`src/rtl/uart_rx_pkg.sv`:
```
// Shared definitions for the UART receive path: packer state encoding, word geometry
// and the default frame length also used by the TX/readback side.
package uart_rx_pkg;

  typedef enum logic [1:0] {
    IDLE    = 2'd0,
    COLLECT = 2'd1,
    WRITE   = 2'd2,
    DONE    = 2'd3
  } rxState_t;

  localparam int BYTES_PER_WORD      = 4;
  localparam int DEFAULT_FRAME_WORDS = 768;

  // Little-endian placement: lane 0 is bits [7:0], lane 3 is bits [31:24].
  function automatic logic [31:0] insertLane(input logic [31:0] word,
                                             input logic [1:0]  lane,
                                             input logic [7:0]  data);
    logic [31:0] result;
    result = word;
    result[{lane, 3'b000} +: 8] = data;
    return result;
  endfunction

endpackage

```
`src/rtl/uart_rx_word_packer_rx_busy_edge.sv`:
```
// Turns the UART receiver busy flag into a single-cycle strobe on its falling edge,
// which is the moment the received byte is valid.
module rx_busy_edge (
  input  logic CLOCK_50,
  input  logic RESET_N,
  input  logic rxBusy_i,
  output logic byteStb_o
);

  logic busy_q;

  always_ff @(posedge CLOCK_50 or negedge RESET_N) begin
    if (!RESET_N) begin
      busy_q <= 1'b0;
    end else begin
      busy_q <= rxBusy_i;
    end
  end

  assign byteStb_o = busy_q & ~rxBusy_i;

endmodule

```
`src/rtl/uart_rx_word_packer.sv`:
```
// Packs received UART bytes little-endian into 32-bit words and writes them to
// consecutive sample-RAM addresses, one frame of FRAME_WORDS words per arm.
module uart_rx_word_packer
  import uart_rx_pkg::*;
#(
  parameter int FRAME_WORDS    = DEFAULT_FRAME_WORDS,
  parameter int ADDR_W         = 12,
  parameter int TIMEOUT_CYCLES = 100000
) (
  input  logic              CLOCK_50,
  input  logic              RESET_N,
  input  logic              ARM,
  input  logic              ABORT,
  input  logic [7:0]        RX_DATA,
  input  logic              RX_BUSY,
  output logic [31:0]       WR_DATA,
  output logic [ADDR_W-1:0] WR_ADDR,
  output logic              WR_EN,
  output logic              FRAME_DONE,
  output logic              ACTIVE,
  output logic              TIMEOUT_ERR
);

  localparam int                CNT_W         = $clog2(TIMEOUT_CYCLES + 1);
  localparam logic [CNT_W-1:0]  TIMEOUT_LIMIT = CNT_W'(TIMEOUT_CYCLES);
  localparam logic [ADDR_W-1:0] LAST_ADDR     = ADDR_W'(FRAME_WORDS - 1);
  localparam logic [1:0]        LAST_IDX      = 2'(BYTES_PER_WORD - 1);

  rxState_t          state_q, state_d;
  logic [1:0]        idx_q, idx_d;
  logic [31:0]       asm_q, asm_d;
  logic [31:0]       wrData_q, wrData_d;
  logic [ADDR_W-1:0] wrAddr_q, wrAddr_d;
  logic [CNT_W-1:0]  cnt_q, cnt_d;
  logic              timeoutErr_q, timeoutErr_d;
  logic              byteStb;
  logic              lastAddr;

  rx_busy_edge uBusyEdge (
    .CLOCK_50  (CLOCK_50),
    .RESET_N   (RESET_N),
    .rxBusy_i  (RX_BUSY),
    .byteStb_o (byteStb)
  );

  assign lastAddr = (wrAddr_q == LAST_ADDR);

  always_ff @(posedge CLOCK_50 or negedge RESET_N) begin
    if (!RESET_N) begin
      state_q <= IDLE;
    end else begin
      state_q <= state_d;
    end
  end

  always_comb begin
    state_d = state_q;
    if (ABORT) begin
      state_d = IDLE;
    end else begin
      case (state_q)
        IDLE:    if (ARM) state_d = COLLECT;
        COLLECT: if (byteStb && (idx_q == LAST_IDX)) state_d = WRITE;
        WRITE:   state_d = lastAddr ? DONE : COLLECT;
        DONE:    state_d = IDLE;
        default: state_d = IDLE;
      endcase
    end
  end

  always_comb begin
    WR_EN       = (state_q == WRITE);
    FRAME_DONE  = (state_q == DONE);
    ACTIVE      = (state_q == COLLECT) || (state_q == WRITE);
    WR_DATA     = wrData_q;
    WR_ADDR     = wrAddr_q;
    TIMEOUT_ERR = timeoutErr_q;
  end

  // The gap counter only runs while a word is partially assembled; a byte strobe
  // is evaluated before the limit so a byte landing on the limit cycle is kept.
  always_comb begin
    idx_d        = idx_q;
    asm_d        = asm_q;
    wrData_d     = wrData_q;
    wrAddr_d     = wrAddr_q;
    cnt_d        = '0;
    timeoutErr_d = timeoutErr_q;
    if (ABORT) begin
      idx_d    = '0;
      wrAddr_d = '0;
    end else begin
      case (state_q)
        IDLE: begin
          if (ARM) begin
            idx_d        = '0;
            wrAddr_d     = '0;
            timeoutErr_d = 1'b0;
          end
        end
        COLLECT: begin
          if (byteStb) begin
            if (idx_q == LAST_IDX) begin
              wrData_d = insertLane(asm_q, idx_q, RX_DATA);
              idx_d    = '0;
            end else begin
              asm_d = insertLane(asm_q, idx_q, RX_DATA);
              idx_d = idx_q + 2'd1;
            end
          end else if (idx_q != '0) begin
            if (cnt_q == TIMEOUT_LIMIT) begin
              idx_d        = '0;
              timeoutErr_d = 1'b1;
            end else begin
              cnt_d = cnt_q + CNT_W'(1);
            end
          end
        end
        WRITE: begin
          if (!lastAddr) begin
            wrAddr_d = wrAddr_q + ADDR_W'(1);
          end
          if (byteStb) begin
            asm_d = insertLane(asm_q, 2'd0, RX_DATA);
            idx_d = 2'd1;
          end
        end
        DONE: begin
          wrAddr_d = '0;
        end
        default: begin
          idx_d = '0;
        end
      endcase
    end
  end

  always_ff @(posedge CLOCK_50 or negedge RESET_N) begin
    if (!RESET_N) begin
      idx_q        <= '0;
      asm_q        <= '0;
      wrData_q     <= '0;
      wrAddr_q     <= '0;
      cnt_q        <= '0;
      timeoutErr_q <= 1'b0;
    end else begin
      idx_q        <= idx_d;
      asm_q        <= asm_d;
      wrData_q     <= wrData_d;
      wrAddr_q     <= wrAddr_d;
      cnt_q        <= cnt_d;
      timeoutErr_q <= timeoutErr_d;
    end
  end

endmodule

```
`config.mk`:
```
export PLATFORM = sky130hd
export DESIGN_NAME = uart_rx_word_packer
export DESIGN_NICKNAME = d
export VERILOG_FILES = /design/src/rtl/uart_rx_pkg.sv /design/src/rtl/uart_rx_word_packer_rx_busy_edge.sv /design/src/rtl/uart_rx_word_packer.sv
export SDC_FILE = /design/constraint.sdc
export NUM_CORES = 1
export LEC_CHECK = 0
export CORE_MARGIN = 3
export CORE_UTILIZATION = 35
export DETAILED_ROUTE_END_ITERATION = 6
export GPL_TIMING_DRIVEN = 0
export PLACE_DENSITY_LB_ADDON = 0.2
export SLEW_MARGIN = 5
export SYNTH_ARGS = -nofsm -noshare
export SYNTH_HDL_FRONTEND = slang
export SYNTH_SLANG_ARGS = --single-unit
```
`constraint.sdc`:
```
create_clock -name CLOCK_50 -period 6 [get_ports CLOCK_50]
set_input_delay 1.2 -clock CLOCK_50 [delete_from_list [all_inputs] [get_ports CLOCK_50]]
set_output_delay 1.2 -clock CLOCK_50 [all_outputs]
set_load 0.005 [all_outputs]
```
======== Yosys cells after proc, flatten, opt, wreduce, memory -nomap -nowiden ========
Index checks and enable logic that the tools add are counted.
operators by class
  bitwise gates (word level) .............. 5
  muxes and demuxes ....................... 32
  shift-type cells ........................ 2
  add/sub/neg operators ................... 4
  reductions and logical operators ........ 15
  equality and inequality tests ........... 19
operators by type and width
  operator                  number
  $mux W17                  5
  $mux W32                  2
  $pmux W32 S2              1
  $mux W12                  3
  $pmux W12 S3              1
  $bwmux W32                1
  $shift A8 B7 Y32 const A  1
  $shiftx A8 B7 Y32         1
  $mux W2                   11
  $add A17 B1 Y17 const B   1
  $eq A17 B17 Y1 const B    1
  $reduce_and A5 Y1         3
  $add A12 B1 Y12 const B   1
  $eq A12 B10 Y1 const B    1
  $ne A3 B3 Y1 const B      3
  $mux W8                   1
  $ne A2 B2 Y1 const B      4
  $ne A4 B3 Y1 const B      2
  $pmux W2 S4               1
  $reduce_bool A4 Y1        2
  $neg A5 Y7                1
  $eq A2 B2 Y1 const B      3
  $ne A2 B1 Y1 const B      3
  $pmux W2 S3               1
  other kinds (15)          23
storage, ports and cells
  register bits after elaboration ......... 99
  output and inout bits ................... 48
  word-level logic and storage cells ...... 86

======== Longest topological paths before layout ========
  depth in word-level cells ............... 6
  depth in mapped cells ................... 8

======== By module ========
Synthesis repeated with hierarchy kept, for this count alone.
second synthesis, totals
  cells, all modules ...................... 478
  area, all modules ....................... 4890.9 um^2
by module, submodules not included
  module               times used  cells each  area an instance (um^2)
  uart_rx_word_packer  1           476         4852.2
  rx_busy_edge         1           2           38.8

======== Worst setup path before layout ========
No wires, ideal clock.
  kind .................................... in2reg
  start point ............................. in ABORT
  end point ............................... reg wrData_q[24] (netlist: WR_DATA[24])
  required time ........................... 5866 ps
  stages .................................. 7
  data arrival time ....................... 2381 ps
  slack ................................... 3485 ps
  library setup time ...................... 134 ps
  buffers on the path ..................... 3
  cell sequence ........................... clkbuf_1 -> nand2b_1 -> or2_2 -> clkbuf_1 -> clkbuf_1 -> nand2_1 -> o21ai_0
between the ends
  word-level cells in the longest chain between the ends .. 2
ends and longest elaborated chain
  item                         RTL line                    text
  start: declaration           uart_rx_word_packer.sv:13   input logic ABORT,
  $not A1 Y1 (no line)         -
  $reduce_and A4 Y1 (no line)  -
  end signal: assignment       uart_rx_word_packer.sv:149  wrData_q <= wrData_d;
  end: declaration             uart_rx_word_packer.sv:32   logic [31:0] wrData_q, wrData_d;
No other way between the ends.
A chain may end at the register's enable or synchronous reset.

======== Worst setup path after layout ========
  start point ............................. reg state_q[0]
  end point ............................... out ACTIVE
between the ends
  word-level cells in the longest chain between the ends .. 2
  elaborated cells on any way between the ends .. 3
  those cells by class .................... 2 x eq/ne; 1 x reduce/logical
ends and longest elaborated chain
  item                                          RTL line                   text
  start: declaration                            uart_rx_word_packer.sv:29  rxState_t state_q, state_d;
  start signal: assignment                      uart_rx_word_packer.sv:52  state_q <= state_d;
  $eq A2 B1 Y1 or $eq A2 B2 Y1 (tied branches)  uart_rx_word_packer.sv:74  ACTIVE = (state_q == COLLECT) || (state_q == WRITE);
  $logic_or A1 B1 Y1 (*)                        uart_rx_word_packer.sv:74
  end: declaration                              uart_rx_word_packer.sv:20  output logic ACTIVE,
Every way passes the cells marked *; elsewhere a longest branch is shown, timed or not.

==> out/metrics.csv <==
stage,metric,value,unit
grt,grt_overflow_total,0,
sta,min_period,3.00,ns
clock_network,h-tree-depth,3,
route,viasPerCell,5.29,
clock_network,cts_buffer_depth,2,
clock_network,clock-sinks,99,
sta,min_period_over_period,50.0,%
yosys,synth-async-reset-ratio,100,%
floorplanning,ioPinCount,61,
setup_path,start_kind,flip-flop,
clock_network,cts_resized,0,
grt,grt_antenna_before_repair,0,
setup_path,crit_required,4.80,ns
layout,nets,582,
clock_network,ctsHoldBuffers,0,
layout,n_antenna_cell,0,
yosys,synth_nets,519,
setup_path,endpoint_kind,output port,
power,p_leak,2.45,nW
sta,tightest_slew,0.976,ns
yosys,synth_seq_cells,99,
route,first_pass_iters,4,
power,swShare,28.7,%
route,vias,3898,
sta,slew_violations,0,
placed_design,gp_congestion,0.829,
setup_path,critPathMaxFanout,5,
yosys,seq_area_frac_synth,50.6,%
yosys,synth_top_area_share,50.6,%
power,combPwrFrac,19.9,%
grt,first_global_vias,3870,
floorplanning,dieArea,15400,um2
layout,syn2layout_area_growth,21.8,%
setup_path,reg2reg_slack,3.48,ns
route,drc,0,
power,power.internal,0.00119,W
layout,drive_gt1_share,6.06,%
yosys,synth.most_common_cell,dfrtp_1,
yosys,synth_commonest_cells,"dfrtp_1 (99), nand2_1 (52), a21oi_1 (42)",
yosys,avgSynthCellArea,9.92,um2
route,drt_first_iter_violations,205,
yosys,syn-cell-area,4890,um2
power,clkPwrFrac,36.3,%
clock_network,clk_pin_slew,0.07,ns
grt,grt_max_degree,56,
yosys,synth_cell_types,58,
clock_network,cts_root_buffer,clkbuf_16,
layout,fillers,1301,
power,p_seq_share,43.9,%
power,power.switching,0.000479,W
placed_design,pre_cts_ws,2.82,ns
job,maxCapViolCount,0,
power,ir_worst_vdd,145,uV
grt,grt_pass1_wl,20100,um
sta,skew,0.0124,ns
floorplanning,fp.dieW,124,um
run_status,status,finished clean,
yosys,yosysWarnings,0,
route,wl_per_cell,16.3,um
floorplanning,core-area,13500,um2
floorplanning,fp.dieH,124,um
placed_design,io_buffer_count,51,
yosys,synth_area_leader_cell,dfrtp_1,
sta,setup_ws,3.00,ns
setup_path,critPathKind,reg2out,
yosys,synth_enable_flop_cells,0,
route,drtAntennaViolNets,0,
placed_design,dp_cells,721,
clock_network,worstSkewPairLatency,0.35,ns
clock_network,cts_tree,yes,
clock_network,postCtsSetupBuffers,0,
placed_design,dp_hpwl,8230,um
yosys,synthTopCellsByArea,"dfrtp_1 (51%), a22o_1 (5.7%), nor2b_1 (4.3%)",
power,p_per_area,279,nW/um2
sta,rsz0062_at_grt,no,
clock_network,cts_inserted_buffers,9,
sta,finalSetupTns,0,ns
floorplanning,initial_core_util,36.4,%
layout,layout.cells.non_filler,737,
sta,setup_viol,0,
sta,hold_viol,0,
grt,gr-usage-all-layers,15.7,%
yosys,synthCells,493,
sta,max_freq,333,MHz
hold_path,hold_class,reg2reg,
setup_path,critPathArrivalTime,1.80,ns
route,routed_wl,12000,um
floorplanning,rows,42,
sta,max-slew-margin-rel,34.4,%
yosys,synthFlopType,dfrtp_1,
## state kept, by name, summed over array words and instances (netlist names)
name,flops
TIMEOUT_ERR,1
cnt_q,17
uBusyEdge.busy_q,1
asm_q,32
WR_DATA,32
state_q,2
WR_ADDR,12
idx_q,2
## cells in the final DEF (no fill, tap or decap), drive strengths merged, types with 3 or more instances in the layout
master,synthesis,final
o31ai,6,6
a22o,32,32
clkbuf,10,22
nand3,13,13
or2,3,3
o21ai,36,36
nand4,6,6
inv,13,15
and3,4,4
a21oi,42,42
xor2,3,3
mux2i,5,5
or3,4,4
nand2b,10,10
nor2b,34,34
nor4,5,5
buf,15,17
nand3b,3,3
nor2,26,26
xnor2,11,11
dfrtp,99,99
o311ai,3,3
nand2,52,52
clkdlybuf4s50,0,50
ha,13,13
nor4b,3,3
and2,3,3
nor3,8,8
or4,5,5
## layout make-up
class                      instances  area [um2]  share of cell area [%]
multi-input combinational        356        2260                    37.9
timing repair buffer              52         536                    8.98
clock inverter                     4        56.3                   0.945
sequential                        99        2480                    41.6
buffer                            25         105                    1.76
inverter                          13        48.8                   0.819
tap                              176         220                    3.69
clock buffer                      12         256                    4.30
## routing by layer
| metal | part of all wire (%) | track usage [%] |
|---|---|---|
| met5 | 0 | 0 |
| met3 | 3.2 | 2.75 |
| met4 | 1.8 | 5.48 |
| met2 | 45 | 24.1 |
| met1 | 50 | 22.4 |
## final timing paths
check / start / endpoint / cells after the start
setup / recovery: state_q[0] / ACTIVE / 3
hold / removal: WR_DATA[18] / WR_DATA[18] / 2
setup reg to reg: idx_q[0] / asm_q[12] / 7
hold reg to reg: WR_DATA[18] / WR_DATA[18] / 2
max in group asynchronous: RESET_N / WR_ADDR[1] / 2
min in group asynchronous: RESET_N / WR_DATA[30] / 1
## cells by family after synthesis
| logic type | count (synthesis) | synth area share, % |
|---|---|---|
| xor gates and xnor gates | 14 | 2.51 |
| DFF | 99 | 50.6 |
| buffers and inverters | 38 | 3.15 |
| adders and majority gates | 13 | 3.32 |
| muxes | 6 | 1.25 |
| AOI/OAI and AO/OA | 135 | 18.1 |
| and+or+nand+nor | 188 | 21.1 |
## metrics by stage
step / cell area [um2] / power (W) / utilization (%) / hold WS [ns]
final: 5960 / 0.00166 / 44.3 / 0.485
after global placement: 5620 / 0.00106 / 41.8 / 0.468
after global routing: 5960 / 0.00175 / 44.3 / 0.508
after CTS: 5960 / 0.00168 / 44.3 / 0.489
after floorplan: 4890 / 0.000962 / - / 0.455
after detailed placement: 5650 / 0.00107 / 42.0 / 0.473
## power by group through the flow
stage / Clock, W / Combinational, W / Sequential, W
final: 0.000604 / 0.000331 / 0.000730
after global routing: 0.000647 / 0.000364 / 0.000733
after CTS: 0.000619 / 0.000332 / 0.000730
after detailed placement: 0 / 0.000329 / 0.000743
after global placement: 0 / 0.000323 / 0.000740
after floorplan: 0 / 0.000226 / 0.000736
## worst max-delay path: stages (launching register included)
cell	delay (ns)
dfrtp_1	0.43
inv_1	0.09
ha_1	0.40
clkdlybuf4s50_1	0.54
Power figures use the tool's default switching activity.
